## config.mk

```make
export PLATFORM = sky130hd
export DESIGN_NAME = jstk_spi_responder_flat
export DESIGN_NICKNAME = d
export VERILOG_FILES = /design/src/rtl/pong_pkg.sv /design/src/rtl/jstk_spi_responder_if.sv /design/src/rtl/spi_sync.sv /design/src/rtl/jstk_spi_responder.sv /design/src/flat_wrapper.sv
export SDC_FILE = /design/constraint.sdc
export NUM_CORES = 1
export LEC_CHECK = 0
export ABC_AREA = 1
export CORE_MARGIN = 2
export CORE_UTILIZATION = 50
export CTS_CLUSTER_SIZE = 25
export DETAILED_ROUTE_END_ITERATION = 7
export PLACE_DENSITY = 0.82
export SKIP_CTS_REPAIR_TIMING = 1
export SLEW_MARGIN = 40
export SYNTH_ARGS = -nofsm -noshare
export SYNTH_HDL_FRONTEND = slang
export SYNTH_SLANG_ARGS = --single-unit
```

## constraint.sdc

```tcl
create_clock -name clk50M -period 2 [get_ports clk50M]
set_input_delay 0.3 -clock clk50M [delete_from_list [all_inputs] [get_ports clk50M]]
set_output_delay 0.3 -clock clk50M [all_outputs]
set_load 0.01 [all_outputs]
```

## src/rtl/pong_pkg.sv

```systemverilog
// pong_pkg: shared joystick-responder constants, FSM encoding and frame packer.
package pong_pkg;

    localparam int JSTK_FRAME_BYTES   = 5;
    localparam int JSTK_CMD_VALID_BIT = 7;
    localparam int JSTK_FRAME_BITS    = JSTK_FRAME_BYTES * 8;

    typedef enum logic [1:0] {
        ST_IDLE  = 2'd0,
        ST_SHIFT = 2'd1,
        ST_DONE  = 2'd2
    } jstk_state_e;

    // Byte0 is transmitted first, so it occupies the MSBs of the frame.
    function automatic logic [JSTK_FRAME_BITS-1:0] jstk_frame(
        input logic [9:0] x,
        input logic [9:0] y,
        input logic [2:0] b
    );
        return {x[7:0], 6'b0, x[9:8], y[7:0], 6'b0, y[9:8], 5'b0, b};
    endfunction

endpackage

```

## src/rtl/jstk_spi_responder_if.sv

```systemverilog
// jstk_spi_responder_if: SPI pin bundle between a master and the joystick responder.
interface jstk_spi_responder_if;

    logic cs;
    logic sck;
    logic mosi;
    logic miso;

    modport master (output cs, output sck, output mosi, input miso);
    modport slave  (input cs, input sck, input mosi, output miso);

endinterface

```

## src/rtl/spi_sync.sv

```systemverilog
// spi_sync: two-flop synchronizer with a configurable reset level.
module spi_sync #(
    parameter logic RST_VAL = 1'b0
) (
    input  logic clk_i,
    input  logic rst_i,
    input  logic d_i,
    output logic q_o
);

    logic [1:0] ff_q;

    always_ff @(posedge clk_i or posedge rst_i) begin
        if (rst_i) ff_q <= {2{RST_VAL}};
        else       ff_q <= {ff_q[0], d_i};
    end

    assign q_o = ff_q[1];

endmodule

```

## src/rtl/jstk_spi_responder.sv

```systemverilog
// jstk_spi_responder: SPI mode-0 slave reporting a 5-byte joystick frame and
// latching LED bits from a valid command byte.
module jstk_spi_responder
    import pong_pkg::*;
(
    input  logic                       clk50M,
    input  logic                       reset,
    jstk_spi_responder_if.slave        spi,
    input  logic [9:0]                 x_pos,
    input  logic [9:0]                 y_pos,
    input  logic [2:0]                 buttons,
    output logic [1:0]                 led,
    output logic                       frame_done,
    output logic                       busy
);

    logic cs_s, sck_s, mosi_s;
    logic cs_prev_q, sck_prev_q;

    spi_sync #(.RST_VAL(1'b1)) u_cs_sync   (.clk_i(clk50M), .rst_i(reset), .d_i(spi.cs),   .q_o(cs_s));
    spi_sync #(.RST_VAL(1'b0)) u_sck_sync  (.clk_i(clk50M), .rst_i(reset), .d_i(spi.sck),  .q_o(sck_s));
    spi_sync #(.RST_VAL(1'b0)) u_mosi_sync (.clk_i(clk50M), .rst_i(reset), .d_i(spi.mosi), .q_o(mosi_s));

    logic cs_fall, cs_rise, sck_rise, sck_fall;

    assign cs_fall  =  cs_prev_q  & ~cs_s;
    assign cs_rise  = ~cs_prev_q  &  cs_s;
    assign sck_rise = ~sck_prev_q &  sck_s;
    assign sck_fall =  sck_prev_q & ~sck_s;

    jstk_state_e                state_q, state_d;
    logic [JSTK_FRAME_BITS-1:0] tx_q, tx_d;
    logic [7:0]                 rx_q, rx_d;
    logic [2:0]                 bit_q, bit_d;
    logic [2:0]                 byte_q, byte_d;
    logic [1:0]                 led_q, led_d;
    logic                       done_q, done_d;
    logic                       miso_q, miso_d;

    always_ff @(posedge clk50M or posedge reset) begin
        if (reset) begin
            cs_prev_q  <= 1'b1;
            sck_prev_q <= 1'b0;
            state_q    <= ST_IDLE;
            tx_q       <= '0;
            rx_q       <= '0;
            bit_q      <= '0;
            byte_q     <= '0;
            led_q      <= '0;
            done_q     <= 1'b0;
            miso_q     <= 1'b0;
        end else begin
            cs_prev_q  <= cs_s;
            sck_prev_q <= sck_s;
            state_q    <= state_d;
            tx_q       <= tx_d;
            rx_q       <= rx_d;
            bit_q      <= bit_d;
            byte_q     <= byte_d;
            led_q      <= led_d;
            done_q     <= done_d;
            miso_q     <= miso_d;
        end
    end

    // rx only shifts during byte0, so after that it simply holds the command.
    always_comb begin
        state_d = state_q;
        tx_d    = tx_q;
        rx_d    = rx_q;
        bit_d   = bit_q;
        byte_d  = byte_q;
        led_d   = led_q;
        done_d  = 1'b0;
        case (state_q)
            ST_IDLE: begin
                if (cs_fall) begin
                    state_d = ST_SHIFT;
                    tx_d    = jstk_frame(x_pos, y_pos, buttons);
                    rx_d    = '0;
                    bit_d   = '0;
                    byte_d  = '0;
                end
            end
            ST_SHIFT: begin
                if (cs_rise) begin
                    state_d = ST_IDLE;
                end else if (sck_rise) begin
                    rx_d  = (byte_q == 3'd0) ? {rx_q[6:0], mosi_s} : rx_q;
                    bit_d = bit_q + 3'd1;
                    if (bit_q == 3'd7) begin
                        if (byte_q == 3'(JSTK_FRAME_BYTES - 1)) state_d = ST_DONE;
                        else                                    byte_d  = byte_q + 3'd1;
                    end
                end else if (sck_fall) begin
                    tx_d = {tx_q[JSTK_FRAME_BITS-2:0], 1'b0};
                end
            end
            ST_DONE: begin
                if (cs_rise) begin
                    state_d = ST_IDLE;
                    done_d  = 1'b1;
                    led_d   = rx_q[JSTK_CMD_VALID_BIT] ? rx_q[1:0] : led_q;
                end
            end
            default: state_d = ST_IDLE;
        endcase
        miso_d = (state_d == ST_SHIFT) && tx_d[JSTK_FRAME_BITS-1];
    end

    assign spi.miso   = miso_q;
    assign led        = led_q;
    assign frame_done = done_q;
    assign busy       = state_q != ST_IDLE;

endmodule

```

## src/flat_wrapper.sv

```systemverilog
// flat-port wrapper written by rule: the top's interface ports become plain ports
module jstk_spi_responder_flat import pong_pkg::*;
  (clk50M, reset, x_pos, y_pos, buttons, led, frame_done, busy, spi_cs, spi_sck, spi_mosi, spi_miso);
  jstk_spi_responder_if spi_i ();
  input  logic clk50M;
  input  logic reset;
  input  logic [9:0] x_pos;
  input  logic [9:0] y_pos;
  input  logic [2:0] buttons;
  output logic [1:0] led;
  output logic frame_done;
  output logic busy;
  input wire logic [$bits(spi_i.cs)-1:0] spi_cs;
  input wire logic [$bits(spi_i.sck)-1:0] spi_sck;
  input wire logic [$bits(spi_i.mosi)-1:0] spi_mosi;
  output wire logic [$bits(spi_i.miso)-1:0] spi_miso;
  assign spi_i.cs = spi_cs;
  assign spi_i.sck = spi_sck;
  assign spi_i.mosi = spi_mosi;
  assign spi_miso = spi_i.miso;
  jstk_spi_responder u_core (.clk50M(clk50M), .reset(reset), .spi(spi_i), .x_pos(x_pos), .y_pos(y_pos), .buttons(buttons), .led(led), .frame_done(frame_done), .busy(busy));
endmodule
```

# After elaboration in Yosys (flattened, before gate mapping)
# Index checks and enable logic that the tools add are counted.
[op_classes] reduce_logical=10 bitwise=8 n_mux=28 n_addsub=2 eq_ne=13
[ops] op="two-way mux 40 bit" n=4
[ops] op="one-hot mux 40 bit (2 select lines)" n=1
[ops] op="two-way mux 8 bit" n=4
[ops] op="two-way mux 3 bit" n=7
[ops] op="one-hot mux 8 bit (2 select lines)" n=1
[ops] op="two-way mux 2 bit" n=6
[ops] op="one-hot mux 3 bit (2 select lines)" n=2
[ops] op="!= test 2 x 1 -> 1 bit, second input constant" n=5
[ops] op="AND reduction 5 bit" n=2
[ops] op="adder 3 x 1 -> 3 bit, second input constant" n=2
[ops] op="== test 3 bit, second input constant" n=2
[ops] op="!= test 2 bit, second input constant" n=3
[ops] op="one-hot mux 2 bit (3 select lines)" n=1
[ops] op="AND reduction 6 bit" n=1
[ops] op="bitwise AND 1 bit" n=4
[ops] op="== test 2 x 1 -> 1 bit, second input constant" n=2
[ops] op="inverter 1 bit" n=4
[ops] op="AND reduction 4 bit" n=1
[ops] op="nonzero test 2 bit" n=2
[ops] op="logical NOT 3 bit" n=1
[ops] op="AND reduction 3 bit" n=1
[ops] op="== test 2 bit, second input constant" n=1
[ops] op="logical NOT 2 bit" n=1
[ops] op="two-way mux 1 bit" n=2
[ops] op="logical AND 1 bit" n=1
[word_totals] out_inout_bits=5 reg_bits=68 in_bits=28 word_cells=75

# Logic depth before layout (Yosys ltp)
[logic_depth] word_depth=8 depth_mapped=9 mapped_depth_nobuf=8

# By module
# From an unflattened synthesis, not the netlist that was laid out.
[unflattened] hier_cells=320 hier_area_um2=2907.8
[modules_own_cells] module="jstk_spi_responder" cells_each=311 seq_area_each_um2=1552.7 area_each_um2=2743.9 n_inst=1
[modules_own_cells] module="spi_sync at u_core.u_mosi_sync ..." cells_each=3 seq_area_each_um2=50.0 area_each_um2=53.8 n_inst=2
[modules_own_cells] module="spi_sync at u_core.u_cs_sync" cells_each=3 seq_area_each_um2=52.6 area_each_um2=56.3 n_inst=1

# Worst setup path after synthesis
# No wires, ideal clock.
[synth_timing] kind="register to register" start="reg u_core.cs_prev_q" end="reg u_core.tx_q[10]" t_required_ns=1.884 path_stages_with_launch=10 slack_ns=0.652 path_buffers=2 arrival_time_ns=1.232 setup_ns=0.116 cell_sequence="dfstp_2 > inv_1 > nand2_1 > nand2_1 > nand2_1 > o21ai_2 > buf_6 > buf_6 > nand2_1 > nand2_1"
[synth_via] elab_chain_len=4 word_cells_on_any_way=6 cone_classes="2 x eq/ne; 3 x bitwise; 1 x reduce/logical"
[synth_rtl] item="start: declaration" line_no="jstk_spi_responder.sv:18" source="logic cs_prev_q, sck_prev_q;"
[synth_rtl] item="start signal: assignment" line_no="jstk_spi_responder.sv:53" source="cs_prev_q <= cs_s;"
[synth_rtl] item="inverter 1 bit" line_no="jstk_spi_responder.sv:27" source="assign cs_rise = ~cs_prev_q & cs_s;"
[synth_rtl] item="bitwise AND 1 bit" line_no="jstk_spi_responder.sv:27"
[synth_rtl] item="!= test 2 bit (no line)"
[synth_rtl] item="AND reduction 5 bit (no line) (*)"
[synth_rtl] item="end signal: assignment" line_no="jstk_spi_responder.sv:56" source="tx_q <= tx_d;"
[synth_rtl] item="end: declaration" line_no="jstk_spi_responder.sv:32" source="logic [JSTK_FRAME_BITS-1:0] tx_q, tx_d;"
# Every way passes the cells marked *; elsewhere a longest branch is shown, timed or not.
# A chain may end at the register's enable or synchronous reset.

# Worst setup path in the final report
[layout_timing] start="reg u_core.state_q[1]" end="out busy"
[layout_via] elab_chain_len=1
[layout_rtl] item="start: declaration" line_no="jstk_spi_responder.sv:31" source="jstk_state_e state_q, state_d;"
[layout_rtl] item="start signal: assignment" line_no="jstk_spi_responder.sv:55" source="state_q <= state_d;"
[layout_rtl] item="nonzero test 2 bit" line_no="jstk_spi_responder.sv:114" source="assign busy = state_q != ST_IDLE;"
[layout_rtl] item="end: declaration" line_no="flat_wrapper.sv:12" source="output logic busy;"
# No other way between the ends.

==> flow_summary.yaml <==
status:
  outcome: "finished, final reports clean"
sta:
  skew_ps: 10.3
  finalCritPeriodShare_pct: 91.6
  setup_violations: 0
  fmax_mhz: 546
  worst-slew-pin-transition_ps: 515
  setup_tns_ps: 0
  rsz0062_at_grt: "false"
  maxSlewViolCount: 0
  finalHoldViolations: 0
  min_period_ps: 1830
  relSlewSlack_pct: 65.6
clocking:
  clk-insertion-delay-late_ps: 340
  clk_pin_slew_ps: 70
  cts_tree: "built"
  ctsRootBufferMaster: "clkbuf_8"
  cts_made_buffers: 9
  clockBufferDepth: 2
  clock_sinks: 68
  cts.htree.levels: 3
yosys:
  yosysSeqAreaShare_pct: 59.3
  synth.avg_cell_area_um2: 9.07
  yosysTopAreaCellShare_pct: 56.6
  synth_area_leaders: "dfrtp_1 (57%), nand2_1 (20%), a22oi_1 (5.5%), dfstp_2 (2.7%), nand3b_1 (2.1%)"
  yosysUniqueCellTypes: 22
  synth_cells: 317
  synth_top_cell_by_area: "dfrtp_1"
  synthesis.nets: 349
  ys_seq_elements: 68
  synth_area_um2: 2880
  yosysWarnings: 0
global_routing:
  antenna_found_initial: 0
  grt_pass1_vias: 2158
  grt_pass1_wl_mm: 9.56
  grtUsageTotal_pct: 19.2
  grt_overflow: 0
  grt_max_degree: 40
place:
  gp_congestion: 0.802
  port_buffers: 32
  hpwl_mm: 3.70
  dp.cells: 418
final_layout:
  final_cell_mix: "nand2_1 (157), dfrtp_1 (65), clkdlybuf4s50_1 (32)"
  final_common_cell: "nand2_1"
  drive_gt1_share_pct: 9.94
  area_growth_pct: 20.3
  antenna_cells: 0
  finalNetCount: 389
  final_cells: 434
power:
  vdd_ir_drop_max_mv: 0.662
  p_switching_mw: 1.05
  intPower_mw: 2.40
  p_sw_share_pct: 30.5
  p_total_mw: 3.45
  p_clk_share_pct: 29.4
  power_frac_seq_pct: 51.1
  p_per_area_nw_per_um2: 997
  power.leakage_nw: 1.80
  pwr-share-comb_pct: 19.5
detailed_routing:
  drt-initial-drc-count: 114
  ant_nets: 0
  wl_per_cell_um: 12.6
  viasPerCell: 5.05
  dr_total_vias: 2190
  drt_wl_total_mm: 5.49
  dr.pass1.iters: 4
  drc_errors: 0
die:
  start_util_pct: 51.9
  die_x_um: 79.8
  dieArea_um2: 6370
  core_um2: 5540
  ios: 33
  num_rows: 27
  die_h_um: 79.8
critical_path:
  critPathLaunchType: "register"
  worstPathRequired_ps: 1700
  critPathCaptureType: "primary output"
  critical_path_class: "reg -> out"
  rr_worst_depth: 8
  crit_fanout: 4
  arrival_ps: 1530
job:
  maxCapViolations: 0
worst_hold_path:
  hp-class: "in -> async"
synth_stat cells:
library cell / instances
o22ai_1: 1
nand4_1: 3
ha_1: 4
nor2_4: 2
nor3b_1: 1
a21oi_1: 1
a22oi_1: 21
dfrtp_1: 65
nor2_2: 1
inv_1: 12
nand2_1: 157
nor2_1: 14
inv_2: 2
o21ai_2: 2
buf_6: 2
buf_2: 7
buf_4: 3
xnor2_1: 1
nand3_1: 5
dfstp_2: 3
nand3b_1: 8
o21ai_0: 2
power groups by stage:
stage | registers, mW | clock network, mW | logic (mW)
detailed placement | 1.78 | 0 | 0.675
global route | 1.79 | 1.08 | 0.781
CTS | 1.76 | 1.04 | 0.678
floorplan | 1.75 | 0 | 0.506
finish | 1.76 | 1.01 | 0.672
global placement | 1.77 | 0 | 0.650
cells by family after synthesis:
group	count (synthesis)	synth area share, %
simple gates	191	27.2
flops	68	59.3
compound gates	27	6.83
buf+inv	26	4.61
fa+ha+maj	4	1.74
xor+xnor	1	0.305
stage by stage:
step | instance area, um^2 | hold slack [ps] | utilization (%) | setup WS, ps
6_report | 3460 | 344 | 62.4 | 168
5_1_grt | 3460 | 359 | 62.4 | 112
4_1_cts | 3460 | 351 | 62.4 | 167
3_5_place_dp | 3280 | 340 | 59.2 | 381
3_3_place_gp | 3280 | 334 | 59.2 | 457
2_1_floorplan | 2880 | 304 | - | 652
worst max-delay path: stages, from the launching register on:
cell	delay [ps]
dfrtp_1	450
inv_2	70
nand2_1	120
clkdlybuf4s50_1	550
final timing paths:
check / startpoint / endpoint / slack, ps
max: u_core.state_q[1] / busy / 170
min: reset / u_core.frame_done / 340
max reg2reg: u_core.state_q[0] / u_core.rx_q[4] / 340
min reg2reg: u_core.u_sck_sync.ff_q[0] / u_core.u_sck_sync.ff_q[1] / 350
max in group asynchronous: reset / u_core.rx_q[2] / 1050
min in group clk50M: u_core.u_sck_sync.ff_q[0] / u_core.u_sck_sync.ff_q[1] / 350
flip-flops by register name, summed over array words and instances, names as in the netlist:
name,cells
u_core.tx_q,40
u_core.rx_q,8
u_core.bit_q,3
u_core.byte_q,3
u_core.led,2
u_core.state_q,2
u_core.u_cs_sync.ff_q,2
u_core.u_mosi_sync.ff_q,2
u_core.u_sck_sync.ff_q,2
u_core.cs_prev_q,1
u_core.frame_done,1
u_core.sck_prev_q,1
u_core.spi.miso,1
metal layers:
layer | global-route usage, % | vias to the layer above | wire (um)
met1 | 25.0 | 1058 | 2510
li1 | - | 1084 | -
met2 | 31.3 | 36 | 2720
met4 | 8.98 | 0 | 104
met3 | 3.28 | 12 | 155
met5 | 0 | - | 0
cell type report:
| class | count | area (um^2) |
|---|---|---|
| inverters | 14 | 56.3 |
| clock buffers | 12 | 155 |
| multi-input cells | 223 | 1040 |
| well taps | 72 | 90.1 |
| flip-flops and latches | 68 | 1710 |
| repair buffers | 41 | 388 |
| fillers | 485 | 2080 |
| clock inverters | 4 | 25.0 |
No activity file was read; power rests on OpenSTA's default activity.
